===== src/rtl/btb_plru.sv =====
// rtl/btb_plru.sv - tree-PLRU replacement state for a set-associative BTB.
// Per-set touch updates, registered victim lookup and a one-set-per-cycle flush sweep.
module btb_plru #(
   parameter int SETS = 8,
   parameter int WAYS = 2,
   localparam int IDX_W = $clog2(SETS),
   localparam int WAY_W = $clog2(WAYS),
   localparam int NODES = WAYS - 1
) (
   input  logic             clk,
   input  logic             rst,
   input  logic             rd_valid,
   input  logic [IDX_W-1:0] rd_index,
   input  logic [WAY_W-1:0] rd_way,
   input  logic             wr_valid,
   input  logic [IDX_W-1:0] wr_index,
   input  logic [WAY_W-1:0] wr_way,
   input  logic [IDX_W-1:0] vic_index,
   output logic [WAY_W-1:0] vic_way,
   input  logic             flush,
   output logic             busy
);

   typedef enum logic {S_IDLE, S_FLUSH} state_t;

   state_t                         state_q;
   logic [IDX_W-1:0]               cnt_q;
   logic                           busy_q;
   logic [WAY_W-1:0]               vic_q;
   logic [SETS-1:0][NODES-1:0]     plru_q;
   logic [SETS-1:0][NODES-1:0]     plru_d;

   // Walk root to leaf along the way's address bits (MSB selects at the root).
   function automatic logic [NODES-1:0] touch(input logic [NODES-1:0] bits,
                                              input logic [WAY_W-1:0] way);
      logic [2*WAYS-1:0] t;
      logic [WAY_W:0]    node;
      logic [WAY_W-1:0]  w;
      logic              b;
      t              = '0;
      t[NODES-1:0]   = bits;
      node           = '0;
      w              = way;
      for (int l = 0; l < WAY_W; l++) begin
         b       = w[WAY_W-1];
         t[node] = ~b;
         node    = {node[WAY_W-1:0], 1'b0} + (WAY_W+1)'(1) + (WAY_W+1)'(b);
         w       = w << 1;
      end
      return t[NODES-1:0];
   endfunction

   function automatic logic [WAY_W-1:0] victim(input logic [NODES-1:0] bits);
      logic [2*WAYS-1:0] t;
      logic [WAY_W:0]    node;
      logic [WAY_W-1:0]  v;
      logic              b;
      t            = '0;
      t[NODES-1:0] = bits;
      node         = '0;
      v            = '0;
      for (int l = 0; l < WAY_W; l++) begin
         b    = t[node];
         v    = (v << 1) | WAY_W'(b);
         node = {node[WAY_W-1:0], 1'b0} + (WAY_W+1)'(1) + (WAY_W+1)'(b);
      end
      return v;
   endfunction

   // Read update applied before write so the write wins on shared nodes.
   always_comb begin
      plru_d = plru_q;
      if (state_q == S_IDLE) begin
         if (rd_valid) plru_d[rd_index] = touch(plru_d[rd_index], rd_way);
         if (wr_valid) plru_d[wr_index] = touch(plru_d[wr_index], wr_way);
      end else begin
         plru_d[cnt_q] = '0;
      end
   end

   always_ff @(posedge clk or posedge rst) begin
      if (rst) begin
         state_q <= S_IDLE;
         cnt_q   <= '0;
         busy_q  <= 1'b0;
         vic_q   <= '0;
         plru_q  <= '0;
      end else begin
         plru_q <= plru_d;
         vic_q  <= victim(plru_q[vic_index]);
         case (state_q)
            S_IDLE: begin
               if (flush) begin
                  state_q <= S_FLUSH;
                  cnt_q   <= '0;
                  busy_q  <= 1'b1;
               end
            end
            S_FLUSH: begin
               cnt_q <= cnt_q + IDX_W'(1);
               if (cnt_q == IDX_W'(SETS - 1)) begin
                  state_q <= S_IDLE;
                  busy_q  <= 1'b0;
               end
            end
            default: state_q <= S_IDLE;
         endcase
      end
   end

   assign vic_way = vic_q;
   assign busy    = busy_q;

endmodule


===== config.mk =====
export PLATFORM = sky130hd
export DESIGN_NAME = btb_plru
export DESIGN_NICKNAME = d
export VERILOG_FILES = /design/src/rtl/btb_plru.sv
export SDC_FILE = /design/constraint.sdc
export NUM_CORES = 1
export LEC_CHECK = 0
export CORE_ASPECT_RATIO = 1.1
export CORE_MARGIN = 1
export CORE_UTILIZATION = 38
export CTS_BUF_LIST = sky130_fd_sc_hd__clkbuf_8
export CTS_CLUSTER_SIZE = 30
export DETAILED_ROUTE_END_ITERATION = 16
export GPL_TIMING_DRIVEN = 1
export SLEW_MARGIN = 20
export SYNTH_ARGS = -nofsm -noshare
export SYNTH_HDL_FRONTEND = slang
export SYNTH_SLANG_ARGS = --single-unit

===== constraint.sdc =====
create_clock -name clk -period 1.5 [get_ports clk]
set_input_delay 0.225 -clock clk [delete_from_list [all_inputs] [get_ports clk]]
set_output_delay 0.225 -clock clk [all_outputs]
set_load 0.05 [all_outputs]

==> flow_summary.ini, run 1 <==
[critical_path]
endpoint_kind = flip-flop
critPathMaxStageDelay_ps = 550
timing_worst_setup_path_type = in -> reg
worstPathMaxFanout = 2
critPathSlowestCell = mux4_1
start_kind = primary input
critPathRequiredTime_ps = 1630
critPathArrivalTime_ps = 1570
path_cells = clkdlybuf4s50_1 -> mux4_1 -> mux2_2

[drt]
ant_nets = 0
first_iter_violations = 23
drc = 0
dr.pass1.iters = 4
wl_per_cell_um = 15.8
vias = 975
finalWirelength_mm = 2.67
routed_via_density = 5.77

[clocking]
htree_levels = 1
cts_buffer_depth = 2
cts_sinks = 14
ctsResizeCount = 0
cts_buffers = 3
cts_tree = built
holdBufCountCts = 0
cts_setup_buffers = 0
clk_pin_slew_ps = 70
insertion_delay_ps = 260
cts-root-buf = clkbuf_8

[power]
powerDensity_nw_per_um2 = 1220
power_uw = 1690
switching_power_uw = 655
ir_drop_v = 0.000899
pwr-share-seq_pct = 35.9
p_sw_share_pct = 38.7
leakage_uw = 0.000585
internal_power_uw = 1040
pwr-share-comb_pct = 41.2
pwr-share-clk_pct = 22.9

[min_path]
hold_path_class = in -> async

[global_route]
grt_pass1_vias = 923
grt_max_degree = 15
grt_pass1_wl_mm = 4.35
grtUsageTotal_pct = 20.3
grt_antenna_before_repair = 0
grt-ovfl-total = 0

[sta]
hold_viol = 0
fin_crit_sh_pct = 95.7
finalCriticalPeriod_ps = 1430
finalMaxSlewViolations = 0
setup_viol = 0
finalSetupTns_ps = 0
fin_skew_ps = 6.55
max_freq_mhz = 697
rsz0062_at_grt = no
tightest_slew_ps = 279
slew_headroom_pct = 81.4

[floorplan]
die_h_um = 57.5
io_pins = 18
die-area_um2 = 3020
row_count = 19
core-area_um2 = 2570
die_x_um = 52.5
initial_core_util_pct = 41.5

[finish]
diodes = 0
fillers = 247
final_cell_mix = clkdlybuf4s50_1 (15), dfrtp_1 (14), buf_4 (13)
multiInputGateArea_um2 = 657
nets = 157
syn_to_final_growth_pct = 30.7
seq_area_um2 = 350
final_common_cell = clkdlybuf4s50_1
drive_gt1_share_pct = 18.1
final_cells = 169

[synth]
ys_warn_count = 0
synth_fp_nets = 130
synth_ff_type = dfrtp_1
synth_cell_types = 36
ys_ff_latch = 14
synth_top_cell_by_area = dfrtp_1
yosysSeqAreaShare_pct = 32.9
synth.cell_area_um2 = 1060
async_flop_share_pct = 100
synth_top_area_share_pct = 32.9
synthTopCellsByArea = dfrtp_1 (33%), mux2i_1 (7.5%), a22oi_1 (4.9%), mux4_1 (4.9%), o21ai_0 (4.2%)
avgSynthCellArea_um2 = 9.51
syn_inst = 112
synth_edf_count = 0

[placed_design]
hpwl_mm = 2.03
place_congestion = 0.770
portBuffers = 17
placedCellCount = 165

[run]
maxCapViolCount = 0

[outcome]
status = completed
[state kept, by name (all words and copies together) (netlist names)]
signal   count
cnt_q        3
vic_way      1
state_q      1
busy         1
plru_q       8
[final timing paths]
kind / from / end / slack (ps) / cells past startpoint
min in group clk: busy / busy / 600 / 2
worst max-delay path: vic_index[0] / vic_way / 70 / 3
worst min-delay path: rst / cnt_q[2] / 260 / 3
max in group asynchronous: rst / plru_q[1] / 1070 / 3
worst max register to register: plru_q[6] / vic_way / 180 / 2
worst min register to register: busy / busy / 600 / 2
[cells by family (layout without fill, tap and decap cells)]
family	Yosys count	after routing	share of synthesized area, %
AO/OA/AOI/OAI	30	30	19.7
adder cells (fa/ha/maj)	2	2	2.35
buffers and inverters	13	39	5.40
flip-flops	14	14	32.9
multiplexers	11	11	13.5
AND/OR/NAND/NOR	42	42	26.1
[power by group through the flow]
stage               registers [uW]  logic [uW]  clock network (uW)
floorplan                      561         509                   0
global placement               611         684                   0
detailed placement             615         703                   0
CTS                            608         707                 392
global route                   624         778                 410
finish                         607         697                 389
[Yosys cell counts (2+ instances only)]
cell	number
a22oi_1	7
a31oi_1	3
a32oi_1	2
and4bb_2	3
buf_2	7
dfrtp_1	14
ha_1	2
inv_1	6
mux2i_1	8
mux4_1	2
nand2_1	9
nand2b_1	2
nand3_1	6
nand3b_1	3
nand4b_1	3
nor2_1	3
nor3b_1	2
o21ai_0	9
o32a_1	3
or2_2	2
[through the flow]
| stage | setup WS (ps) | utilization (%) | instance area [um^2] | hold slack (ps) |
|---|---|---|---|---|
| after floorplan | 216 | - | 1060 | 114 |
| after global placement | -159 | 52.0 | 1340 | 539 |
| after detailed placement | -197 | 52.0 | 1340 | 545 |
| after CTS | 65.8 | 54.2 | 1390 | 273 |
| after global routing | 42.4 | 54.2 | 1390 | 308 |
| final | 65.1 | 54.2 | 1390 | 260 |
[metal layers]
metal	wire [um]	up-vias	share of wire, %	GRT usage, %
met4	63	0	2.4	11.3
li1	-	488	-	-
met2	1370	14	51	35.8
met5	0	-	0	0
met1	1170	469	44	23.1
met3	61	4	2.3	2.40
[worst max-delay path, delay by kind of cell]
kind                   cells  cell delay, ps
buffers and inverters      1             510
multiplexers               2             830
[area by class of cell]
type	count	share of cell area (%)
repair buffers	29	19.2
multi-input cells	85	47.2
clock buffers	4	3.96
flip-flops and latches	14	25.2
inverters	6	1.62
well taps	31	2.79
Note: power is estimated with default switching activity, not from simulation.
==> run 2, diff against run 1 <==
DONT_BUFFER_PORTS = 1   (was not set)
==> run 2 against run 1 <==
  * First-iteration DRC count increased by 8.7%
  * Clock skew decreased by 5.9 ps
  * Critical path depth unchanged
==> flow_summary.ini, run 2 (synthesis gave the netlist of run 1 again) <==
[outcome]
status = completed

[finish]
syn_to_final_growth_pct = 7.17
regMostFlops = plru_q
final_common_cell = dfrtp_1
drive_gt1_share_pct = 10.8
diodes = 0
final_cells = 142
reg.largest.list = plru_q x8, cnt_q x3
final_cell_mix = dfrtp_1 (14), nand2_1 (9), o21ai_0 (9)
nets = 130
fillers = 253
largest_register_ffs = 8

[global_route]
met3_usage_pct = 3.20
grt_antenna_before_repair = 0
grtUsageMet1_pct = 20.4
grtUsageTotal_pct = 17.5
grt_max_degree = 15
grt_pass1_vias = 872
use_met2_pct = 29.1
grt_pass1_wl_mm = 3.86
grt-ovfl-total = 0
top_usage_layer = met2

[clocking]
htree_levels = 1
cts_setup_buffers = 0
cts_buffer_depth = 2
clk_pin_slew_ps = 60
cts_sinks = 14
cts_tree = built
insertion_delay_ps = 250
cts-root-buf = clkbuf_8
cts_buffers = 3
ctsResizeCount = 0
holdBufCountCts = 1

[placed_design]
place_congestion = 0.782
portBuffers = 0
placedCellCount = 137
hpwl_mm = 1.84

[sta]
whs_ps = 73.2
slew_headroom_pct = 62.5
fin_crit_sh_pct = 88.1
finalSetupTns_ps = 0
rsz0062_at_grt = no
finalCriticalPeriod_ps = 1320
setup_viol = 0
max_freq_mhz = 756
fin_skew_ps = 0.605
finalMaxSlewViolations = 0
hold_viol = 0
tightest_slew_ps = 562

[floorplan]
die_h_um = 57.5
row_count = 19
die-area_um2 = 3020
initial_core_util_pct = 41.5
io_pins = 18
core-area_um2 = 2570
die_x_um = 52.5

[critical_path]
endpoint_kind = flip-flop
timing_worst_setup_path_type = reg -> reg
worstPathMaxFanout = 11
critPathRequiredTime_ps = 1630
cp_top_family = flip-flops
path_cells = or3b_1 -> a32oi_1 -> a22oi_1
critPathArrivalTime_ps = 1450
critPathMaxStageDelay_ps = 480
critPathSlowestCell = dfrtp_1
start_kind = flip-flop
path_buf_inv = 0

[power]
power_uw = 1520
powerDensity_nw_per_um2 = 1340
ir_drop_v = 0.00123
leakage_uw = 0.000462

[drt]
vias = 873
drc = 0
ant_nets = 0
dr.pass1.iters = 4
finalWirelength_mm = 2.38
routed_via_density = 6.15
wl_per_cell_um = 16.8
first_iter_violations = 25

[run]
maxCapViolCount = 0

[min_path]
hold_path_class = in -> reg
[run 2: worst paths after layout]
check / from / to / slack [ps] / cells after the start
worst min-delay path: flush / cnt_q[1] / 70 / 1
worst max-delay path: cnt_q[0] / plru_q[4] / 180 / 3
worst min register to register: plru_q[4] / plru_q[4] / 620 / 2
min in group asynchronous: rst / plru_q[5] / 470 / 2
max in group asynchronous: rst / plru_q[1] / 670 / 2
worst max register to register: cnt_q[0] / plru_q[4] / 180 / 3
[run 2: cell type report]
type | instances | area [um^2] | share of cell area, %
clock buffers | 4 | 55.1 | 4.82
flip-flops and latches | 14 | 350 | 30.7
repair buffers | 2 | 17.5 | 1.54
well taps | 31 | 38.8 | 3.40
multi-input cells | 85 | 657 | 57.6
inverters | 6 | 22.5 | 1.97
[run 2: per-layer routing]
layer	vias to the layer above	wire length, um
met5	-	0
met4	0	83
met3	8	131
met2	26	1140
met1	407	1020
li1	432	-
[run 2: worst register-to-register path, delay by kind of cell (launching register included)]
family / cells / cell delay [ps]
and+or+nand+nor: 1 / 430
AOI/OAI and AO/OA: 2 / 290
DFF: 1 / 480
[run 2: power breakdown]
group	internal [uW]	switching, uW
clock	233	150
combinational	222	228
sequential	464	227
[run 2: per-stage QoR]
step	cell area, um^2	setup slack (ps)	utilization [%]
final	1140	178	44.4
after global routing	1140	70.1	44.4
after CTS	1140	181	44.4
after detailed placement	1080	188	41.9
after global placement	1080	223	41.9
after floorplan	1060	216	-
